===== src/rtl/m3_pkg.sv =====
// Shared types and constants for the dequantize / pre-IDCT block writer.
// Holds the FSM encoding, SRAM region layout and the per-frequency shift tables.
package m3_pkg;

    typedef enum logic [1:0] {
        S_IDLE   = 2'd0,
        S_ACCEPT = 2'd1,
        S_DRAIN  = 2'd2,
        S_FINISH = 2'd3
    } m3_dqw_state_type;

    localparam logic [17:0] PRE_IDCT_BASE = 18'd76800;
    localparam logic [17:0] U_SEG_OFFSET  = 18'd76800;
    localparam logic [17:0] V_SEG_OFFSET  = 18'd115200;

    localparam int Y_BLK_COLS  = 40;
    localparam int UV_BLK_COLS = 20;
    localparam int BLK_ROWS    = 30;

    // d = row + col, 0..14; higher frequencies get coarser steps.
    function automatic logic [2:0] q0_shift(input logic [3:0] d);
        logic [2:0] s;
        case (d)
            4'd0:          s = 3'd3;
            4'd1:          s = 3'd1;
            4'd2, 4'd3:    s = 3'd2;
            4'd4, 4'd5:    s = 3'd3;
            4'd6, 4'd7:    s = 3'd4;
            default:       s = 3'd5;
        endcase
        return s;
    endfunction

    function automatic logic [2:0] q1_shift(input logic [3:0] d);
        logic [2:0] s;
        if (d == 4'd0)      s = 3'd3;
        else if (d <= 4'd3) s = 3'd0;
        else if (d <= 4'd7) s = 3'd1;
        else                s = 3'd2;
        return s;
    endfunction

    function automatic logic [2:0] shift_amt(input logic sel, input logic [3:0] d);
        return sel ? q1_shift(d) : q0_shift(d);
    endfunction

endpackage


===== src/rtl/m3_zigzag_lut.sv =====
// Standard JPEG 8x8 zigzag: scan index -> (row, col).
// Table entries are row*8+col, so the entry bits split directly into row and col.
module m3_zigzag_lut (
    input  logic [5:0] i_zz_idx,
    output logic [2:0] o_row,
    output logic [2:0] o_col
);

    localparam logic [5:0] ZZ_POS [64] = '{
        6'd0,  6'd1,  6'd8,  6'd16, 6'd9,  6'd2,  6'd3,  6'd10,
        6'd17, 6'd24, 6'd32, 6'd25, 6'd18, 6'd11, 6'd4,  6'd5,
        6'd12, 6'd19, 6'd26, 6'd33, 6'd40, 6'd48, 6'd41, 6'd34,
        6'd27, 6'd20, 6'd13, 6'd6,  6'd7,  6'd14, 6'd21, 6'd28,
        6'd35, 6'd42, 6'd49, 6'd56, 6'd57, 6'd50, 6'd43, 6'd36,
        6'd29, 6'd22, 6'd15, 6'd23, 6'd30, 6'd37, 6'd44, 6'd51,
        6'd58, 6'd59, 6'd52, 6'd45, 6'd38, 6'd31, 6'd39, 6'd46,
        6'd53, 6'd60, 6'd61, 6'd54, 6'd47, 6'd55, 6'd62, 6'd63
    };

    logic [5:0] w_pos;

    assign w_pos = ZZ_POS[i_zz_idx];
    assign o_row = w_pos[5:3];
    assign o_col = w_pos[2:0];

endmodule


===== src/rtl/m3_dequant_block_writer.sv =====
// Dequantizes zigzag-ordered coefficients and writes them, one word per cycle,
// into the Y/U/V pre-IDCT block layout in external SRAM.
module m3_dequant_block_writer
    import m3_pkg::*;
#(
    parameter int BLK_COLS_Y  = m3_pkg::Y_BLK_COLS,
    parameter int BLK_COLS_UV = m3_pkg::UV_BLK_COLS,
    parameter int BLK_ROWS_N  = m3_pkg::BLK_ROWS
) (
    input  logic        Clock,
    input  logic        Resetn,
    input  logic        Enable,
    input  logic        q_sel,
    input  logic        coef_valid,
    input  logic [15:0] coef_data,
    output logic        coef_ready,
    output logic [17:0] SRAM_address,
    output logic [15:0] SRAM_write_data,
    output logic        SRAM_we_n,
    output logic        block_done,
    output logic        done
);

    m3_dqw_state_type r_state;

    logic        r_qsel;
    logic [5:0]  r_zz;
    logic [5:0]  r_blk_col;
    logic [4:0]  r_blk_row;
    logic [1:0]  r_seg;
    logic [17:0] r_addr;
    logic [15:0] r_data;
    logic        r_we_n;
    logic        r_block_done;
    logic        r_done;

    logic        w_xfer;
    logic [2:0]  w_row;
    logic [2:0]  w_col;
    logic [5:0]  w_cols_m1;
    logic        w_col_wrap;
    logic        w_row_wrap;
    logic        w_last_blk;

    m3_zigzag_lut u_zz (
        .i_zz_idx (r_zz),
        .o_row    (w_row),
        .o_col    (w_col)
    );

    assign coef_ready = (r_state == S_ACCEPT);
    assign w_xfer     = coef_valid && coef_ready;

    assign w_cols_m1  = (r_seg == 2'd0) ? 6'(BLK_COLS_Y - 1) : 6'(BLK_COLS_UV - 1);
    assign w_col_wrap = (r_blk_col == w_cols_m1);
    assign w_row_wrap = (r_blk_row == 5'(BLK_ROWS_N - 1));
    assign w_last_blk = (r_seg == 2'd2) && w_row_wrap && w_col_wrap;

    // Address: pixel line times segment stride, built from shifts only.
    logic [17:0] w_line;
    logic [17:0] w_line_off;
    logic [17:0] w_seg_off;
    logic [17:0] w_col_off;
    logic [17:0] w_addr;

    assign w_line     = {10'd0, r_blk_row, w_row};
    assign w_line_off = (r_seg == 2'd0) ? ((w_line << 8) + (w_line << 6))
                                        : ((w_line << 7) + (w_line << 5));
    assign w_seg_off  = (r_seg == 2'd0) ? 18'd0 :
                        (r_seg == 2'd1) ? U_SEG_OFFSET : V_SEG_OFFSET;
    assign w_col_off  = {9'd0, r_blk_col, w_col};
    assign w_addr     = PRE_IDCT_BASE + w_seg_off + w_line_off + w_col_off;

    // Dequantize: widen to 21 bits so a 5-bit shift cannot overflow, then clamp.
    logic [3:0]         w_d;
    logic [2:0]         w_shamt;
    logic signed [20:0] w_ext;
    logic signed [20:0] w_shifted;
    logic [15:0]        w_data;

    assign w_d       = {1'b0, w_row} + {1'b0, w_col};
    assign w_shamt   = shift_amt(r_qsel, w_d);
    assign w_ext     = {{5{coef_data[15]}}, coef_data};
    assign w_shifted = w_ext <<< w_shamt;

    always_comb begin
        w_data = w_shifted[15:0];
        if (w_shifted > 21'sd32767)
            w_data = 16'h7FFF;
        else if (w_shifted < -21'sd32768)
            w_data = 16'h8000;
    end

    always_ff @(posedge Clock) begin
        if (!Resetn) begin
            r_state      <= S_IDLE;
            r_qsel       <= 1'b0;
            r_zz         <= 6'd0;
            r_blk_col    <= 6'd0;
            r_blk_row    <= 5'd0;
            r_seg        <= 2'd0;
            r_addr       <= 18'd0;
            r_data       <= 16'd0;
            r_we_n       <= 1'b1;
            r_block_done <= 1'b0;
            r_done       <= 1'b0;
        end else begin
            r_we_n       <= 1'b1;
            r_block_done <= 1'b0;
            case (r_state)
                S_IDLE: begin
                    if (Enable) begin
                        r_qsel    <= q_sel;
                        r_done    <= 1'b0;
                        r_zz      <= 6'd0;
                        r_blk_col <= 6'd0;
                        r_blk_row <= 5'd0;
                        r_seg     <= 2'd0;
                        r_state   <= S_ACCEPT;
                    end
                end
                S_ACCEPT: begin
                    if (w_xfer) begin
                        r_we_n <= 1'b0;
                        r_addr <= w_addr;
                        r_data <= w_data;
                        r_zz   <= r_zz + 6'd1;
                        if (r_zz == 6'd63) begin
                            r_block_done <= 1'b1;
                            if (w_last_blk) begin
                                r_state <= S_DRAIN;
                            end else if (w_col_wrap) begin
                                r_blk_col <= 6'd0;
                                if (w_row_wrap) begin
                                    r_blk_row <= 5'd0;
                                    r_seg     <= r_seg + 2'd1;
                                end else begin
                                    r_blk_row <= r_blk_row + 5'd1;
                                end
                            end else begin
                                r_blk_col <= r_blk_col + 6'd1;
                            end
                        end
                    end
                end
                // The final write is on the bus during this state.
                S_DRAIN: r_state <= S_FINISH;
                S_FINISH: begin
                    r_done  <= 1'b1;
                    r_state <= S_IDLE;
                end
                default: r_state <= S_IDLE;
            endcase
        end
    end

    assign SRAM_address    = r_addr;
    assign SRAM_write_data = r_data;
    assign SRAM_we_n       = r_we_n;
    assign block_done      = r_block_done;
    assign done            = r_done;

endmodule

===== config.mk =====
export PLATFORM = sky130hd
export DESIGN_NAME = m3_dequant_block_writer
export DESIGN_NICKNAME = d
export VERILOG_FILES = /design/src/rtl/m3_pkg.sv /design/src/rtl/m3_zigzag_lut.sv /design/src/rtl/m3_dequant_block_writer.sv
export SDC_FILE = /design/constraint.sdc
export NUM_CORES = 1
export LEC_CHECK = 0
export BUFFER_PORTS_ARGS = -buffer_cell sky130_fd_sc_hd__buf_2
export CAP_MARGIN = 40
export CORE_MARGIN = 1
export CORE_UTILIZATION = 49
export CTS_BUF_LIST = sky130_fd_sc_hd__clkbuf_8 sky130_fd_sc_hd__clkbuf_16
export DETAILED_ROUTE_END_ITERATION = 8
export GPL_ROUTABILITY_DRIVEN = 0
export PLACE_DENSITY = 0.67
export SYNTH_ARGS = -nofsm -noshare
export SYNTH_HDL_FRONTEND = slang
export SYNTH_SLANG_ARGS = --single-unit

===== constraint.sdc =====
create_clock -name Clock -period 8.4 [get_ports Clock]
set_input_delay 0.84 -clock Clock [delete_from_list [all_inputs] [get_ports Clock]]
set_output_delay 0.84 -clock Clock [all_outputs]
set_load 0.03 [all_outputs]

==> impl_metrics.toml, run 1 <==
[setup_path]
cp_num_buf_inv = 2
ff2ff_path_depth = 15
rr_endpoint = "SRAM_write_data[9]"
crit_family = "compound AO/OA/AOI/OAI gates"
cp-startpoint = "r_zz[0]"
crit_type = "register to register"
critPathRequiredTime_ns = 8.69
setup.worst_path.start_class = "register"
reg2reg_slack_ns = 2.22
crit_path_max_fanout = 20
critical_path_depth = 15
cp_slowest_cell = "fa_1"
cp-endpoint = "SRAM_write_data[9]"
r2r_start = "r_zz[0]"
cpPeakStageDelay_ns = 0.72
crit_chain = "inv_1 -> ha_1 -> inv_1 -> mux4_2 -> mux4_2 -> ha_1 -> fa_1 -> or2_0 -> o221ai_2 -> a22oi_2 -> o221ai_1 -> o211a_1 -> o41a_1 -> a211o_1 -> a21oi_1"
crit_path_end_kind = "register"
cp_data_arrival_time_ns = 6.47

[floorplan]
io_pins = 59
die_x_um = 107.3
core_um2 = 10840
core.rowCount = 38
initial_core_util_pct = 50.08
die_area_um2 = 11500
die-height_um = 107.3

[yosys]
synth-edff-count = 0
avgSynthCellArea_um2 = 7.690
yosysWarnings = 0
ys_types = 77
ys.flop_type = "dfxtp_1"
synth_seq_cells = 59
async_flop_share_pct = 0
synthCells = 706
synthesis.area_um2 = 5429
synth_nets = 785
ys_seq_area_share_pct = 21.76

[placement]
portBuffers = 58
dp.cells = 868
hpwl_mm = 10.23

[pwr]
p_per_area_nw_per_um2 = 226.5
cellLeakagePower_uw = 0.002711
ir_worst_vdd_mv = 0.1863

[routing]
routed_wl_mm = 13.81
drt.antenna.violating_nets = 0
dr.first_iter.drc_count = 369
vias_per_cell = 5.975
num_vias = 5282
drt_first_pass_iters = 5
wire_per_inst_um = 15.62
drc = 0

[timing]
worstMarginPinSlew_ns = 0.8310
clock-skew-final_ns = 0.01093
final_max_slew_viol_count = 0
slew_headroom_pct = 44.60
finalSetupViolations = 0
finalCritPeriodShare_pct = 73.56
timing.setup.tns_ns = 0
fin_crit_ns = 6.179
fmax_mhz = 161.8
finalHoldViolCount = 0
rsz0062_at_grt = "no"

[final_layout]
nNetsFinal = 818
final_common_cell = "nand2_1"
final_cell_mix = "nand2_1 (91), dfxtp_1 (59), buf_2 (58)"
drive_gt1_share_pct = 15.05
insertedDiodeCount = 0
synthToLayoutAreaGrowth_pct = 9.680
final_cells = 884

[cts]
cts_hold_buf = 0
cts_tree = "built"
clockBufferDepth = 2
root_buffer = "clkbuf_8"
cts_buffers = 9
clock_latency_ns = 0.36
cts_sinks = 59
clk_pin_slew_ns = 0.07
cts_setup_buffers = 0
cts_max_level = 3
ctsResizeCount = 0

[global_routing]
grtUsageTotal_pct = 25.26
antenna_found_initial = 0
grt_pass1_vias = 4830
grt_first_pass_wirelength_mm = 23.07
grt-ovfl-total = 0
grt_start_max_net_pins = 52

[flow_run]
maxCapViolCount = 0

[worst_hold_path]
hold_class = "register to register"

[status]
status = "finished clean"
==> flip-flops by register name, summed over array words and instances (netlist names), 2 cells and up <==
signal / flops
SRAM_address: 18
SRAM_write_data: 16
r_blk_col: 6
r_blk_row: 5
r_seg: 2
r_state: 2
r_zz: 6
==> report_power, final <==
group          total [µW]  internal (µW)  switching, µW
logic                 718            256            462
registers             372            332           39.7
clock network         259            142            117
total                1350            730            618
==> cell type report <==
| class | instances | area (µm²) |
|---|---|---|
| Clock buffer | 10 | 137.6 |
| Inverter | 37 | 138.9 |
| Clock inverter | 6 | 55.05 |
| Fill cell | 1040 | 4886 |
| Tap cell | 140 | 175.2 |
| Multi-Input combinational cell | 567 | 3924 |
| Sequential cell | 59 | 1181 |
| Timing Repair Buffer | 65 | 342.8 |
==> layer usage <==
| layer | wire length [µm] | GRT usage, % | vias up | part of all wire, % |
|---|---|---|---|---|
| li1 | - | - | 2618 | - |
| met1 | 6269 | 32.30 | 2445 | 45 |
| met2 | 6391 | 41.57 | 193 | 46 |
| met3 | 834 | 5.387 | 26 | 6.0 |
| met4 | 316 | 9.491 | 0 | 2.3 |
| met5 | 0 | 0 | - | 0 |
==> how the worst min path moves through the flow <==
stage / start / to / slack (ns) / cells past startpoint
floorplan: r_seg[0] / r_seg[0] / 0.46 / 2
global placement: done / done / 0.45 / 2
detailed placement: SRAM_address[4] / SRAM_address[4] / 0.46 / 2
CTS: SRAM_address[4] / SRAM_address[4] / 0.47 / 2
global route: SRAM_address[6] / SRAM_address[6] / 0.49 / 2
finish: SRAM_address[6] / SRAM_address[6] / 0.46 / 2
==> Yosys cell counts, drive strengths merged, types with 4 or more instances <==
library cell	n	share of area (%)
o211a	4	0.74
a21boi	10	1.4
o22ai	6	0.81
mux2i	17	3.1
a21oi	53	4.9
and2	8	0.92
xnor2	13	2.2
a21o	11	1.5
buf	13	1.3
a211oi	11	1.5
inv	36	2.5
nor2b	11	1.3
mux2	8	1.7
o21bai	5	0.69
nand3	21	1.9
and3	6	0.69
nor3	11	1.0
nand4	6	0.69
a311oi	4	0.65
a2111oi	4	1.1
nor2	56	3.9
a31oi	10	1.2
dfxtp	59	22
a32oi	7	1.3
o21ai	48	4.4
o221a	6	1.2
nand2	92	6.4
clkbuf	30	2.1
o211ai	9	1.2
xor2	15	2.6
a211o	4	0.65
ha	55	13
nand2b	8	0.92
==> tightest hold or removal path, stage by stage, from the launching register on <==
cell and delay, ns:
dfxtp_1 0.31, nand2_1 0.05, a21boi_0 0.06
==> metrics by stage <==
step | total power, µW | hold slack [ns] | area, µm² | setup slack [ns] | utilization, %
6_report | 1349 | 0.4647 | 5954 | 2.221 | 54.93
5_1_grt | 1464 | 0.4878 | 5954 | 1.816 | 54.93
4_1_cts | 1357 | 0.4685 | 5954 | 2.267 | 54.93
3_5_place_dp | 1090 | 0.4589 | 5762 | 2.280 | 53.15
3_3_place_gp | 1074 | 0.4512 | 5739 | 2.213 | 52.94
2_1_floorplan | 926.1 | 0.4584 | 5429 | 3.080 | -
==> cell families after synthesis <==
logic type | after synthesis | share of synthesized area [%]
mux | 28 | 6.038
simple gates | 234 | 19.75
buf+inv | 80 | 5.969
flops | 59 | 21.76
fa+ha+maj | 58 | 13.78
xor+xnor | 28 | 4.794
compound gates | 219 | 27.91
No activity file was read; power rests on OpenSTA's default activity.
==> inputs of run 2 (changes only) <==
--- a/config.mk
+++ b/config.mk
@@ -5,6 +5,7 @@
 export SDC_FILE = /design/constraint.sdc
 export NUM_CORES = 1
 export LEC_CHECK = 0
+export ABC_AREA = 1
 export BUFFER_PORTS_ARGS = -buffer_cell sky130_fd_sc_hd__buf_2
 export CAP_MARGIN = 40
 export CORE_MARGIN = 1
@@ -12,7 +13,7 @@
 export CTS_BUF_LIST = sky130_fd_sc_hd__clkbuf_8 sky130_fd_sc_hd__clkbuf_16
 export DETAILED_ROUTE_END_ITERATION = 8
 export GPL_ROUTABILITY_DRIVEN = 0
-export PLACE_DENSITY = 0.67
+export PLACE_DENSITY = 0.71
 export SYNTH_ARGS = -nofsm -noshare
 export SYNTH_HDL_FRONTEND = slang
 export SYNTH_SLANG_ARGS = --single-unit
==> constraint.sdc (replaced) <==
create_clock -name Clock -period 5.1 [get_ports Clock]
set_input_delay 0.51 -clock Clock [delete_from_list [all_inputs] [get_ports Clock]]
set_output_delay 0.51 -clock Clock [all_outputs]
set_load 0.03 [all_outputs]
==> impl_metrics.toml, run 2 <==
[floorplan]
die_x_um = 103.6
core.rowCount = 36
io_pins = 59
die-height_um = 103.6
die_area_um2 = 10730
initial_core_util_pct = 51.04
core_um2 = 9910

[yosys]
synth.area.top_cells = "dfxtp_1 (23%), ha_1 (14%), nand2_1 (11%)"
ys.flop_type = "dfxtp_1"
ys_types = 43
synth_nets = 849
avgSynthCellArea_um2 = 6.568
ys_seq_area_share_pct = 23.35
synth-edff-count = 0
synth_seq_cells = 59
async_flop_share_pct = 0
yosys-top-cells-count = "nand2_1 (146), inv_1 (89), nand3_1 (83), nor2_1 (76), o21ai_0 (66)"
yosysMostFrequentCell = "nand2_1"
yosysWarnings = 0
synthCells = 770
synthesis.area_um2 = 5057
synth.largest_area_cell = "dfxtp_1"
synth_top_area_share_pct = 23.35

[global_routing]
grt-ovfl-total = 0
grt_pass1_vias = 4725
grtUsageTotal_pct = 24.21
use_met2_pct = 40.94
busiest_layer = "met2"
grt_start_max_net_pins = 34
use_met3_pct = 4.972
grt_first_pass_wirelength_mm = 21.40
antenna_found_initial = 0
use_met1_pct = 29.88

[timing]
timing.setup.tns_ns = 0
finalSetupViolations = 0
fmax_mhz = 214.6
final_max_slew_viol_count = 0
clock-skew-final_ns = 0.01361
finalCritPeriodShare_pct = 91.35
worstMarginPinSlew_ns = 0.6215
finalHoldViolCount = 0
slew_headroom_pct = 58.52
fin_crit_ns = 4.659

[placement]
portBuffers = 58
hpwl_mm = 9.949
dp.cells = 937

[pwr]
cellLeakagePower_uw = 0.002840
p_per_area_nw_per_um2 = 359.1
ir_worst_vdd_mv = 0.2521

[routing]
num_vias = 5297
drt_first_pass_iters = 5
dr.first_iter.drc_count = 303
drc = 0
routed_wl_mm = 13.25
wire_per_inst_um = 13.87
drt.antenna.violating_nets = 0
vias_per_cell = 5.547

[final_layout]
insertedDiodeCount = 0
drive_gt1_share_pct = 14.48
nNetsFinal = 896
final_common_cell = "nand2_1"
fillers = 969
largest_reg_flops = 18
final_cells = 955
final_cell_mix = "nand2_1 (146), inv_1 (87), nand3_1 (83)"
synthToLayoutAreaGrowth_pct = 11.65

[setup_path]
reg2reg_slack_ns = 0.44
setup.worst_path.start_class = "register"
r2r_start = "r_zz[0]"
critPathRequiredTime_ns = 5.35
cp_data_arrival_time_ns = 4.91
rr_endpoint = "SRAM_address[16]"
crit_path_max_fanout = 10
crit_path_end_kind = "register"
cp-startpoint = "r_zz[0]"
cp-endpoint = "SRAM_address[16]"
ff2ff_path_depth = 24
crit_type = "register to register"

[cts]
clk_pin_slew_ns = 0.08
cts_max_level = 3
cts_sinks = 59
clock_latency_ns = 0.36
root_buffer = "clkbuf_8"
clockBufferDepth = 2
cts_tree = "built"
cts_buffers = 9

[worst_hold_path]
hold_class = "primary input to register"

[status]
status = "finished clean"

[flow_run]
maxCapViolCount = 0
## run 2: changes by cell type after synthesis, moves of 9 or more
| cell | previous run | this run |
|---|---|---|
| a21oi_2 | 0 | 10 |
| a21o_1 | 11 | 1 |
| a21boi_0 | 9 | 0 |
| a211oi_1 | 11 | 2 |
| nor2b_1 | 11 | 0 |
| xnor2_1 | 12 | 3 |
| nand2_1 | 91 | 146 |
| o21ai_0 | 48 | 66 |
| nor2_1 | 56 | 76 |
| mux2i_1 | 17 | 0 |
| inv_1 | 35 | 89 |
| nand3_1 | 21 | 83 |
| clkbuf_1 | 30 | 19 |
## run 2: area by class of cell
| class | instances | area [µm²] | share of cell area (%) |
|---|---|---|---|
| Clock inverter | 7 | 53.80 | 0.9528 |
| Timing Repair Buffer | 68 | 365.4 | 6.470 |
| Tap cell | 133 | 166.4 | 2.947 |
| Sequential cell | 59 | 1190 | 21.07 |
| Clock buffer | 9 | 123.9 | 2.194 |
| Inverter | 92 | 356.6 | 6.315 |
| Multi-Input combinational cell | 587 | 3391 | 60.05 |
## run 2: routing by layer
metal  wire length [µm]  vias up
met5                  0        -
li1                   -     2677
met2               6305      193
met3                826       36
met1               5750     2391
met4                364        0
## run 2: cell families after synthesis
group | Yosys count | share of synthesized area, %
flops | 59 | 23.35
buf+inv | 124 | 9.847
fa+ha+maj | 58 | 14.79
simple gates | 342 | 29.84
compound gates | 171 | 19.40
xor+xnor | 16 | 2.771
## run 2: repair_timing
action,4_1_cts,5_1_grt
setup buffers,0,2
resized for setup,0,14
hold buffers,0,0
endpoints found under the setup margin,0,17
## run 2: worst min-delay path by stage
stage / start / endpoint / slack (ns) / depth (start not counted)
after floorplan: r_blk_col[0] / r_blk_col[0] / 0.47 / 2
after global placement: done / done / 0.45 / 2
after detailed placement: done / done / 0.46 / 2
after CTS: q_sel / r_qsel / 0.45 / 3
after global routing: q_sel / r_qsel / 0.47 / 3
final: q_sel / r_qsel / 0.47 / 3
## run 2: critical path, stage by stage, from the launching register on
cell      delay (ns)
dfxtp_4         0.40
inv_1           0.08
buf_4           0.17
ha_1            0.31
o21ai_0         0.16
o221ai_1        0.16
nand2_1         0.12
nand2_1         0.09
ha_1            0.23
fa_1            0.40
xnor2_1         0.20
o21ai_0         0.10
ha_1            0.31
ha_1            0.38
a21o_1          0.18
a31oi_1         0.31
o21ai_1         0.15
nand2_1         0.10
a21oi_1         0.08
o21ai_0         0.15
nand2_1         0.08
xor2_1          0.15
nand2_1         0.07
o211ai_1        0.09
inv_1           0.06
## run 2: stage by stage
step / area (µm²) / worst slack [ns] / util (%) / hold slack [ns] / power (µW)
3_5_place_dp: 5421 / 0.2220 / 54.71 / 0.4612 / 1632
6_report: 5647 / 0.4410 / 56.98 / 0.4699 / 2028
5_1_grt: 5647 / -0.03676 / 56.98 / 0.4650 / 2190
3_3_place_gp: 5421 / 0.3447 / 54.71 / 0.4512 / 1605
4_1_cts: 5599 / 0.2130 / 56.50 / 0.4507 / 2029
2_1_floorplan: 5057 / 0.4861 / - / 0.4713 / 1384
## run 2: where the power goes
| group | internal, µW | leakage (µW) | switching [µW] |
|---|---|---|---|
| registers | 545 | 0.000483 | 54.3 |
| logic | 328 | 0.00226 | 709 |
| clock network | 179 | 0.0000935 | 213 |
